$ cat src/rtl/y86_pkg.sv
// Shared Y86-64 encoding constants and helpers used by the instruction encoder
// and the fetch stage.
package y86_pkg;

  localparam logic [3:0] HALT   = 4'h0;
  localparam logic [3:0] NOP    = 4'h1;
  localparam logic [3:0] CMOVXX = 4'h2;
  localparam logic [3:0] IRMOVQ = 4'h3;
  localparam logic [3:0] RMMOVQ = 4'h4;
  localparam logic [3:0] MRMOVQ = 4'h5;
  localparam logic [3:0] OPQ    = 4'h6;
  localparam logic [3:0] JXX    = 4'h7;
  localparam logic [3:0] CALL   = 4'h8;
  localparam logic [3:0] RET    = 4'h9;
  localparam logic [3:0] PUSHQ  = 4'hA;
  localparam logic [3:0] POPQ   = 4'hB;
  localparam logic [3:0] RNONE  = 4'hF;

  typedef enum logic {
    ST_IDLE = 1'b0,
    ST_EMIT = 1'b1
  } enc_state_e;

  // Instruction length in bytes; 0 marks an illegal icode.
  function automatic logic [3:0] instr_len(input logic [3:0] icode);
    case (icode)
      HALT, NOP, RET:              instr_len = 4'd1;
      CMOVXX, OPQ, PUSHQ, POPQ:    instr_len = 4'd2;
      JXX, CALL:                   instr_len = 4'd9;
      IRMOVQ, RMMOVQ, MRMOVQ:      instr_len = 4'd10;
      default:                     instr_len = 4'd0;
    endcase
  endfunction

  // Byte idx of the encoded image; valC is stored most significant byte first.
  function automatic logic [7:0] instr_byte(input logic [3:0]  icode,
                                            input logic [3:0]  ifun,
                                            input logic [3:0]  ra,
                                            input logic [3:0]  rb,
                                            input logic [63:0] valc,
                                            input logic [3:0]  idx);
    logic [3:0] len;
    logic [2:0] vidx;
    len = instr_len(icode);
    if (len == 4'd9) begin
      vidx = 3'(idx - 4'd1);
    end else begin
      vidx = 3'(idx - 4'd2);
    end
    if (idx == 4'd0) begin
      instr_byte = {icode, ifun};
    end else if (idx == 4'd1 && len != 4'd9) begin
      instr_byte = {ra, rb};
    end else begin
      instr_byte = 8'(valc >> {3'd7 - vidx, 3'b000});
    end
  endfunction

endpackage

$ cat src/rtl/instr_len_rom.sv
// Combinational icode decode to instruction length and legality.
module instr_len_rom
  import y86_pkg::*;
(
  input  logic [3:0] icode,
  output logic [3:0] len,
  output logic       valid
);

  // Table lookup shared with the fetch stage's valP computation.
  always_comb begin
    len   = instr_len(icode);
    valid = (len != 4'd0);
  end

endmodule

$ cat src/rtl/instr_encoder.sv
// Serialises Y86-64 instruction fields into instruction-memory bytes, one
// byte per cycle, with overflow/illegal-icode screening before emission.
module instr_encoder
  import y86_pkg::*;
#(
  parameter int ADDR_W    = 11,
  parameter int MEM_SIZE  = 2048,
  parameter int BASE_ADDR = 0
) (
  input  logic              clk,
  input  logic              rst,
  input  logic              in_valid,
  output logic              in_ready,
  input  logic [3:0]        in_icode,
  input  logic [3:0]        in_ifun,
  input  logic [3:0]        in_rA,
  input  logic [3:0]        in_rB,
  input  logic [63:0]       in_valC,
  input  logic              addr_load,
  input  logic [ADDR_W-1:0] addr_load_val,
  input  logic              wr_stall,
  output logic              wr_en,
  output logic [ADDR_W-1:0] wr_addr,
  output logic [7:0]        wr_data,
  output logic              busy,
  output logic              err_invalid,
  output logic              err_overflow,
  output logic [15:0]       instr_count
);

  // One extra pointer bit lets the pointer sit exactly at MEM_SIZE without wrapping.
  localparam int PTR_W = ADDR_W + 1;
  localparam logic [PTR_W-1:0] BASE_PTR  = PTR_W'(BASE_ADDR);
  localparam logic [PTR_W:0]   MEM_LIMIT = (PTR_W + 1)'(MEM_SIZE);

  enc_state_e        state_r;
  logic [PTR_W-1:0]  ptr_r;
  logic [3:0]        idx_r;
  logic [3:0]        len_r;
  logic [3:0]        icode_r;
  logic [3:0]        ifun_r;
  logic [3:0]        ra_r;
  logic [3:0]        rb_r;
  logic [63:0]       valc_r;
  logic              wr_en_r;
  logic [ADDR_W-1:0] wr_addr_r;
  logic [7:0]        wr_data_r;
  logic              err_invalid_r;
  logic              err_overflow_r;
  logic [15:0]       instr_count_r;

  logic [3:0]        len_s;
  logic              len_valid_s;
  logic [PTR_W:0]    end_s;
  logic              fits_s;
  logic              last_shown_s;
  logic              in_ready_s;
  logic              hs_s;
  logic              start_s;
  logic              invalid_s;
  logic              ovf_s;
  logic [7:0]        cur_byte_s;

  instr_len_rom u_len_rom (
    .icode (in_icode),
    .len   (len_s),
    .valid (len_valid_s)
  );

  // Handshake qualification; last_shown_s marks the cycle the final byte is on the outputs.
  always_comb begin
    end_s        = {1'b0, ptr_r} + {{(PTR_W - 3){1'b0}}, len_s};
    fits_s       = (end_s <= MEM_LIMIT);
    last_shown_s = (state_r == ST_EMIT) && (idx_r == len_r);
    in_ready_s   = (state_r == ST_IDLE) || (last_shown_s && !wr_stall);
    hs_s         = in_valid && in_ready_s;
    start_s      = hs_s && len_valid_s && fits_s;
    invalid_s    = hs_s && !len_valid_s;
    ovf_s        = hs_s && len_valid_s && !fits_s;
    cur_byte_s   = instr_byte(icode_r, ifun_r, ra_r, rb_r, valc_r, idx_r);
  end

  // Encoder FSM, write pointer, registered write port and status.
  always_ff @(posedge clk or posedge rst) begin
    if (rst) begin
      state_r        <= ST_IDLE;
      ptr_r          <= BASE_PTR;
      idx_r          <= 4'd0;
      len_r          <= 4'd0;
      icode_r        <= 4'd0;
      ifun_r         <= 4'd0;
      ra_r           <= 4'd0;
      rb_r           <= 4'd0;
      valc_r         <= 64'd0;
      wr_en_r        <= 1'b0;
      wr_addr_r      <= BASE_PTR[ADDR_W-1:0];
      wr_data_r      <= 8'd0;
      err_invalid_r  <= 1'b0;
      err_overflow_r <= 1'b0;
      instr_count_r  <= 16'd0;
    end else begin
      if (invalid_s) begin
        err_invalid_r <= 1'b1;
      end
      if (ovf_s) begin
        err_overflow_r <= 1'b1;
      end
      if (last_shown_s && instr_count_r != 16'hFFFF) begin
        instr_count_r <= instr_count_r + 16'd1;
      end
      if (start_s) begin
        state_r <= ST_EMIT;
        len_r   <= len_s;
        icode_r <= in_icode;
        ifun_r  <= in_ifun;
        ra_r    <= in_rA;
        rb_r    <= in_rB;
        valc_r  <= in_valC;
        if (!wr_stall) begin
          wr_en_r   <= 1'b1;
          wr_addr_r <= ptr_r[ADDR_W-1:0];
          wr_data_r <= {in_icode, in_ifun};
          ptr_r     <= ptr_r + PTR_W'(1);
          idx_r     <= 4'd1;
        end else begin
          wr_en_r <= 1'b0;
          idx_r   <= 4'd0;
        end
      end else if (state_r == ST_EMIT && !last_shown_s) begin
        if (wr_stall) begin
          wr_en_r <= 1'b0;
        end else begin
          wr_en_r   <= 1'b1;
          wr_addr_r <= ptr_r[ADDR_W-1:0];
          wr_data_r <= cur_byte_s;
          ptr_r     <= ptr_r + PTR_W'(1);
          idx_r     <= idx_r + 4'd1;
        end
      end else begin
        state_r <= ST_IDLE;
        wr_en_r <= 1'b0;
        if (state_r == ST_IDLE && !hs_s && addr_load) begin
          ptr_r <= {1'b0, addr_load_val};
        end
      end
    end
  end

  assign in_ready     = in_ready_s;
  assign busy         = (state_r == ST_EMIT);
  assign wr_en        = wr_en_r;
  assign wr_addr      = wr_addr_r;
  assign wr_data      = wr_data_r;
  assign err_invalid  = err_invalid_r;
  assign err_overflow = err_overflow_r;
  assign instr_count  = instr_count_r;

endmodule

$ cat config.mk
export PLATFORM = sky130hd
export DESIGN_NAME = instr_encoder
export DESIGN_NICKNAME = d
export VERILOG_FILES = /design/src/rtl/y86_pkg.sv /design/src/rtl/instr_len_rom.sv /design/src/rtl/instr_encoder.sv
export SDC_FILE = /design/constraint.sdc
export NUM_CORES = 1
export LEC_CHECK = 0
export CAP_MARGIN = 40
export CORE_MARGIN = 4
export CORE_UTILIZATION = 30
export CTS_BUF_LIST = sky130_fd_sc_hd__clkbuf_4 sky130_fd_sc_hd__clkbuf_8
export DETAILED_ROUTE_END_ITERATION = 7
export PLACE_DENSITY = 0.5
export SLEW_MARGIN = 30
export SYNTH_ARGS = -nofsm -noshare
export SYNTH_HDL_FRONTEND = slang
export SYNTH_SLANG_ARGS = --single-unit
$ cat constraint.sdc
create_clock -name clk -period 5.9 [get_ports clk]
set_input_delay 1.18 -clock clk [delete_from_list [all_inputs] [get_ports clk]]
set_output_delay 1.18 -clock clk [all_outputs]
set_load 0.02 [all_outputs]
==> results of run 1 <==
==> metrics by stage <==
step	instance area [µm²]	power (mW)
after floorplan	7260	3.39
after global placement	8830	4.17
after detailed placement	8860	4.19
after CTS	9210	4.92
after global routing	9210	5.27
final	9210	4.88
==> per-layer routing <==
| metal | global-route usage, % | up-vias | part of all wire, % |
|---|---|---|---|
| met1 | 22.9 | 3015 | 47 |
| met2 | 25.7 | 148 | 45 |
| met5 | 0 | - | 0.055 |
| met4 | 5.07 | 2 | 2.2 |
| li1 | - | 3057 | - |
| met3 | 4.16 | 23 | 5.4 |
==> flip-flops by register name, indices dropped and copies added, names as in the netlist, 3 cells and up <==
register	flops
ra_r	4
valc_r	64
ifun_r	4
rb_r	4
wr_data	8
len_r	3
ptr_r	12
idx_r	4
icode_r	4
wr_addr	11
instr_count	16
==> final cells by class <==
class / count / area, µm² / area share [%]
clock inverters: 13 / 96.3 / 1.05
multi-input cells: 610 / 3480 / 37.8
repair buffers: 150 / 1450 / 15.8
inverters: 16 / 70.1 / 0.761
clock buffers: 19 / 255 / 2.77
well taps: 319 / 399 / 4.33
flip-flops and latches: 138 / 3450 / 37.5
==> power breakdown <==
part / internal (mW) / switching [mW]
clock: 0.308 / 0.406
combinational: 1.02 / 1.42
sequential: 1.36 / 0.374
==> worst register-to-register path, stage by stage (launching register included) <==
cell                        delay (ns)
sky130_fd_sc_hd__dfrtp_1          0.65
sky130_fd_sc_hd__inv_1            0.33
sky130_fd_sc_hd__ha_1             0.35
sky130_fd_sc_hd__xnor2_1          0.71
sky130_fd_sc_hd__o211ai_1         0.50
sky130_fd_sc_hd__buf_2            0.31
sky130_fd_sc_hd__a21oi_1          0.17
sky130_fd_sc_hd__o41ai_1          0.18
sky130_fd_sc_hd__o211a_1          0.18
sky130_fd_sc_hd__a211oi_1         0.29
sky130_fd_sc_hd__o2bb2ai_1        0.12
==> how the worst max path moves through the flow <==
stage	start	endpoint	slack, ns	cells past startpoint
6_report	in_icode[2]	wr_addr[2]	1.10	16
5_1_grt	in_icode[2]	wr_addr[2]	0.74	16
4_1_cts	in_icode[2]	wr_addr[2]	1.11	16
3_5_place_dp	in_icode[2]	wr_addr[9]	0.63	15
3_3_place_gp	in_icode[2]	wr_addr[5]	0.74	16
2_1_floorplan	rst	busy	1.02	1
==> cells in the final DEF (no fill, tap or decap), types with 9 or more instances in the layout <==
cell                              count
sky130_fd_sc_hd__nand2_1            265
sky130_fd_sc_hd__dfrtp_1            138
sky130_fd_sc_hd__clkdlybuf4s50_1    135
sky130_fd_sc_hd__a21oi_1             64
sky130_fd_sc_hd__nor2_1              38
sky130_fd_sc_hd__mux2_2              18
sky130_fd_sc_hd__clkbuf_8            18
sky130_fd_sc_hd__nand3_1             17
sky130_fd_sc_hd__xnor2_1             16
sky130_fd_sc_hd__inv_1               14
sky130_fd_sc_hd__nand4_1             13
sky130_fd_sc_hd__mux2i_1             12
sky130_fd_sc_hd__a211oi_1            11
sky130_fd_sc_hd__o21ai_0             11
sky130_fd_sc_hd__buf_4               11
sky130_fd_sc_hd__o211ai_1            10
sky130_fd_sc_hd__ha_1                 9
==> kinds of logic after synthesis <==
| group | share of synthesized area [%] |
|---|---|
| flops | 47.6 |
| xor+xnor | 2.90 |
| mux | 5.07 |
| fa+ha+maj | 1.83 |
| compound gates | 15.1 |
| buf+inv | 4.57 |
| simple gates | 22.9 |
==> run_results.csv, run 1 <==
group,metric,value,unit
run_status,status,"completed",
global_route,grt.total_usage,16.6,%
synthesis,synthesis.instances,813,
finish,drive_gt1_share,8.35,%
synthesis,async_flop_share,100,%
clock_tree,cts_repair_resize_count,0,
hold_path,timing.hold.worst.class,"reg2reg",
global_route,initial_antenna_violation_count,1,
sta,worst_slack,1.10,ns
worst_setup_path,critPathMaxStageDelay,0.53,ns
global_route,residual_overflow_from_global_routing,0,
synthesis,ys_warn_count,0,
die,die-area,26700,µm²
finish,layout_overhead_on_the_synthesized_area,26.9,%
routing,drt.antenna.violating_nets,0,
die,floorplan.rows,56,
pwr,power.density_cell_area,530,nW/µm²
clock_tree,clk_pin_slew,0.09,ns
die,die_height,164,µm
placed_design,place.port_buffers,135,
sta,finalSetupTns,0,ns
clock_tree,insertion_delay,0.45,ns
synthesis,synth_flop_cell,"sky130_fd_sc_hd__dfrtp_1",
finish,final_core_utilization,39.0,%
clock_tree,cts_sinks,138,
global_route,pin_count_of_the_biggest_net_entering_global_routing,59,
clock_tree,clock_tree.buffer_depth,2,
routing,drt-total-wl,21.9,mm
worst_setup_path,rr_startpoint,"idx_r[0]",
pwr,ir_drop,0.000215,V
synthesis,post-synth-top-count-cell,"sky130_fd_sc_hd__nand2_1",
worst_setup_path,timing.critical_path.fanout_max,24,
clock_tree,cts_hold_buffers,0,
hold_path,holdPathEnd,"valc_r[7]",
synthesis,synth.top_cells.by_count,"sky130_fd_sc_hd__nand2_1 (265), sky130_fd_sc_hd__dfrtp_1 (138), sky130_fd_sc_hd__a21oi_1 (64)",
worst_setup_path,reg2reg_depth,10,
worst_setup_path,worstSetupEndpointType,"flop",
job,max_cap_viol_count,0,
worst_setup_path,critical-path-top-delay-family,"buffers and inverters",
clock_tree,cts_htree_levels,4,
worst_setup_path,crit_path_frequent_cell,"sky130_fd_sc_hd__inv_1",
routing,drt_pass1_iterations,4,
placed_design,dp.cells,1233,
synthesis,synth_seq_area_share,47.6,%
sta,worstMarginPinSlew,0.883,ns
synthesis,synth_edf_count,0,
sta,post-route-period-util,81.4,%
routing,via_count,6245,
clock_tree,tritoncts,"built",
finish,final.fill_count,2455,
worst_setup_path,critical_path.n_buffers_inverters,5,
hold_path,hold_start,"valc_r[7]",
worst_setup_path,timing.critical_path.cells,"clkdlybuf4s50_1, inv_1, nor2_1, a31o_2, ha_1, inv_1, fa_1, and3b_1, nor2_1, o41ai_1, o21bai_1, o21a_1, clkinv_4, nand2_1, inv_1, mux2_2",
routing,routed_via_density,4.94,
worst_setup_path,timing.critical_path.from_type,"input pin",
worst_setup_path,critPathArrivalTime,5.13,ns
sta,grt_setup_unrepaired,"false",
routing,drtIter0Drc,305,
sta,fmax,208,MHz
synthesis,synth.area.top_cells,"sky130_fd_sc_hd__dfrtp_1 (48%), sky130_fd_sc_hd__nand2_1 (14%), sky130_fd_sc_hd__a21oi_1 (4.4%)",
placed_design,place_congestion,0.864,
sta,timing.hold.ws,0.482,ns
finish,antennaDiodeCount,0,
sta,drv_slew,0,
clock_tree,post_cts_buffers,0,
hold_path,worst_hold_depth,2,
routing,routed_wire_length_per_instance,17.3,µm
sta,clock_skew,0.0191,ns
die,start_util,30.7,%
synthesis,synth_largest_type_area_fraction,47.6,%
die,core_region_area,23600,µm²
pwr,p_leak,4.12,nW
synthesis,syn_avg_cell_area,8.92,µm²
finish,design.final.nets,1039,
worst_setup_path,timing.critical_path.required,6.23,ns
routing,detail_route.drc_violations,0,
worst_setup_path,rr_endpoint,"wr_data[5]",
finish,instances_no_fill,1265,
synthesis,yosysTopAreaCell,"sky130_fd_sc_hd__dfrtp_1",
synthesis,post_synth_num_cell_types,68,
worst_setup_path,critical_path_class,"in2reg",
synthesis,synthesis.nets,919,
clock_tree,cts_root_buffer,"sky130_fd_sc_hd__clkbuf_8",
sta,final_period_minus_worst_setup_slack,4.80,ns
sta,final_setup_viols,0,
worst_setup_path,reg2reg_slack,1.99,ns
sta,worst_slew_margin_rel,40.7,%
placed_design,worst_slack_at_placement,0.627,ns
clock_tree,cts_made_buffers,17,
worst_setup_path,cpMaxStageDelayCell,"sky130_fd_sc_hd__clkdlybuf4s50_1",
global_route,global_route_wire_length_before_repair,35.0,mm
sta,final_hold_viol_count,0,
global_route,first_global_vias,6405,
synthesis,postSynthRegisterBits,138,
die,ios,136,
placed_design,detailed_place_hpwl,15.8,mm
synthesis,post_synthesis_cell_area,7260,µm²
die,die_w,164,µm
Power figures use the tool's default switching activity.
==> run 2, diff against run 1 <==
- clock period: 5.9 -> 4.8 ns (I/O delays scaled with it)
==> run 2 against run 1 <==
Die area is the same. First-iteration DRC count rose by 23%. Routed wire length rose by 0.27%. Sequential share of layout area fell by 0.98 points. Final cell count up 0.63%. Clock power grew 55%. Total power is 29% higher. Via count about the same. Core utilization is 1.0 points higher. Highest routed layer is now met4.
==> run_results.csv, run 2 (synthesis results as in run 1) <==
group,metric,value,unit
clock_tree,post_cts_buffers,0,
clock_tree,cts_made_buffers,17,
sta,final_hold_viol_count,0,
finish,drive_gt1_share,9.12,%
finish,area_taken_by_multi_input_logic_gates,3480,µm²
worst_setup_path,rr_endpoint,"wr_data[0]",
finish,layout.cells.most_common,"sky130_fd_sc_hd__nand2_1",
clock_tree,clock_tree.buffer_depth,2,
finish,final.fill_count,2415,
clock_tree,cts_root_buffer,"sky130_fd_sc_hd__clkbuf_8",
worst_setup_path,timing.critical_path.required,5.14,ns
finish,design.final.nets,1049,
finish,antennaDiodeCount,0,
placed_design,detailed_place_hpwl,15.9,mm
finish,layout_overhead_on_the_synthesized_area,30.3,%
placed_design,place_congestion,0.852,
die,die_w,164,µm
clock_tree,cts_htree_levels,4,
die,core_region_area,23600,µm²
pwr,power.switching_fraction,42.6,%
routing,drt_pass1_iterations,5,
sta,fmax,228,MHz
finish,commonest_cells_after_routing_fill_and_taps_aside,"sky130_fd_sc_hd__nand2_1 (265), sky130_fd_sc_hd__dfrtp_1 (138), sky130_fd_sc_hd__clkdlybuf4s50_1 (135)",
pwr,power.density_cell_area,668,nW/µm²
sta,drv_slew,0,
worst_setup_path,crit_path_frequent_cell,"sky130_fd_sc_hd__inv_1",
sta,finalSetupTns,0,ns
die,die_height,164,µm
sta,final_setup_viols,0,
routing,drtIter0Drc,375,
routing,drt.antenna.violating_nets,0,
sta,final_period_minus_worst_setup_slack,4.38,ns
routing,routed_wire_length_per_instance,17.2,µm
worst_setup_path,reg2reg_slack,1.13,ns
hold_path,holdPathEnd,"valc_r[10]",
clock_tree,tritoncts,"built",
run_status,status,"completed",
sta,worst_slew_margin_rel,52.7,%
global_route,initial_antenna_violation_count,0,
clock_tree,cts_repair_resize_count,0,
global_route,pin_count_of_the_biggest_net_entering_global_routing,57,
job,max_cap_viol_count,0,
worst_setup_path,critPathArrivalTime,4.72,ns
global_route,first_global_vias,6452,
global_route,residual_overflow_from_global_routing,0,
sta,clock_skew,0.0146,ns
die,floorplan.rows,56,
sta,grt_setup_unrepaired,"false",
pwr,p_leak,4.24,nW
clock_tree,insertion_delay,0.45,ns
clock_tree,clk_pin_slew,0.08,ns
pwr,power.sequential.fraction,33.6,%
routing,drt-total-wl,21.9,mm
global_route,grt.total_usage,16.7,%
worst_setup_path,critical_path_class,"in2reg",
sta,worstMarginPinSlew,0.700,ns
finish,instances_no_fill,1273,
hold_path,worst_hold_depth,2,
worst_setup_path,reg2reg_depth,11,
worst_setup_path,timing.critical_path.fanout_max,12,
pwr,power.switching,2.69,mW
worst_setup_path,rr_startpoint,"idx_r[0]",
routing,detail_route.drc_violations,0,
die,start_util,30.7,%
routing,routed_via_density,4.91,
pwr,comb_power_share,48.9,%
clock_tree,cts_hold_buffers,0,
pwr,ir_drop,0.000270,V
finish,sequential_cell_area,3450,µm²
worst_setup_path,timing.critical_path.cells,"clkdlybuf4s50_1, inv_1, nor2_1, a31o_2, ha_1, inv_1, fa_1, and3b_1, nor2_1, o41ai_1, o21bai_1, o21a_1, clkinv_4, nand2_1, inv_1, buf_4, mux2_2",
worst_setup_path,worstSetupEndpointType,"flop",
clock_tree,cts_sinks,138,
placed_design,place.port_buffers,135,
finish,largest_register_ff_count,64,
hold_path,hold_start,"valc_r[10]",
routing,via_count,6248,
global_route,global_route_wire_length_before_repair,35.1,mm
worst_setup_path,critPathMaxStageDelay,0.58,ns
die,ios,136,
pwr,power.clock.fraction,17.5,%
pwr,internal-power,3.62,mW
sta,post-route-period-util,91.3,%
hold_path,timing.hold.worst.class,"reg2reg",
worst_setup_path,timing.critical_path.from_type,"input pin",
die,die-area,26700,µm²
finish,most_flops_register,"valc_r",
worst_setup_path,cpMaxStageDelayCell,"sky130_fd_sc_hd__clkdlybuf4s50_1",
placed_design,dp.cells,1243,
run 2: cell count changes in the layout (fill, tap and decap cells not counted), moves of 2 or more:
| cell | delta |
|---|---|
| sky130_fd_sc_hd__clkinv_2 | -2 |
| sky130_fd_sc_hd__buf_4 | +6 |
| sky130_fd_sc_hd__clkinv_4 | -2 |
| sky130_fd_sc_hd__bufinv_16 | +5 |
| sky130_fd_sc_hd__buf_12 | +4 |
| sky130_fd_sc_hd__clkinvlp_4 | -2 |
run 2: worst max path at each step:
| stage | from | endpoint | slack [ns] | depth (start not counted) |
|---|---|---|---|---|
| 2_1_floorplan | rst | busy | 0.14 | 1 |
| 3_3_place_gp | in_icode[2] | wr_addr[7] | 0.06 | 17 |
| 3_5_place_dp | in_icode[2] | wr_addr[4] | -0.01 | 17 |
| 4_1_cts | in_icode[2] | wr_addr[1] | 0.46 | 17 |
| 5_1_grt | in_icode[2] | wr_addr[1] | 0.12 | 17 |
| 6_report | in_icode[2] | wr_addr[1] | 0.42 | 17 |
run 2: power groups by stage:
| stage | clock (mW) | combinational [mW] | sequential (mW) |
|---|---|---|---|
| detailed placement | 0 | 3.11 | 2.13 |
| finish | 1.11 | 3.09 | 2.12 |
| floorplan | 0 | 2.08 | 2.08 |
| global route | 1.19 | 3.42 | 2.20 |
| CTS | 1.14 | 3.12 | 2.12 |
| global placement | 0 | 3.08 | 2.14 |
run 2: metal layers:
metal / global-route usage (%) / up-vias / share of wire [%]
met5: 0 / - / 0
met4: 4.92 / 0 / 1.7
met3: 3.94 / 18 / 5.1
met2: 26.3 / 163 / 46
met1: 22.9 / 2997 / 48
li1: - / 3070 / -
run 2: stage by stage:
step / area [µm²] / utilization [%] / worst slack, ns / hold WS (ns) / total power [mW]
6_report: 9460 / 40.0 / 0.418 / 0.479 / 6.32
2_1_floorplan: 7260 / - / 0.144 / 0.440 / 4.16
4_1_cts: 9460 / 40.0 / 0.464 / 0.484 / 6.38
5_1_grt: 9460 / 40.0 / 0.121 / 0.506 / 6.80
3_3_place_gp: 8950 / 37.9 / 0.0563 / 0.460 / 5.22
3_5_place_dp: 9000 / 38.1 / -0.0117 / 0.461 / 5.24
run 2: worst max-delay path, delay by kind of cell:
kind                     cells  cell delay (ns)
multiplexers                 1             0.35
adder cells (fa/ha/maj)      2             0.59
AO/OA/AOI/OAI                4             1.06
AND/OR/NAND/NOR              4             0.63
buffers and inverters        6             1.13
run 2: final cells by class:
type                       count  share of cell area, %
timing repair buffer         160                   16.9
tap                          319                   4.22
inverter                      16                  0.741
multi-input combinational    610                   36.8
clock inverter                11                   2.06
sequential                   138                   36.5
clock buffer                  19                   2.70
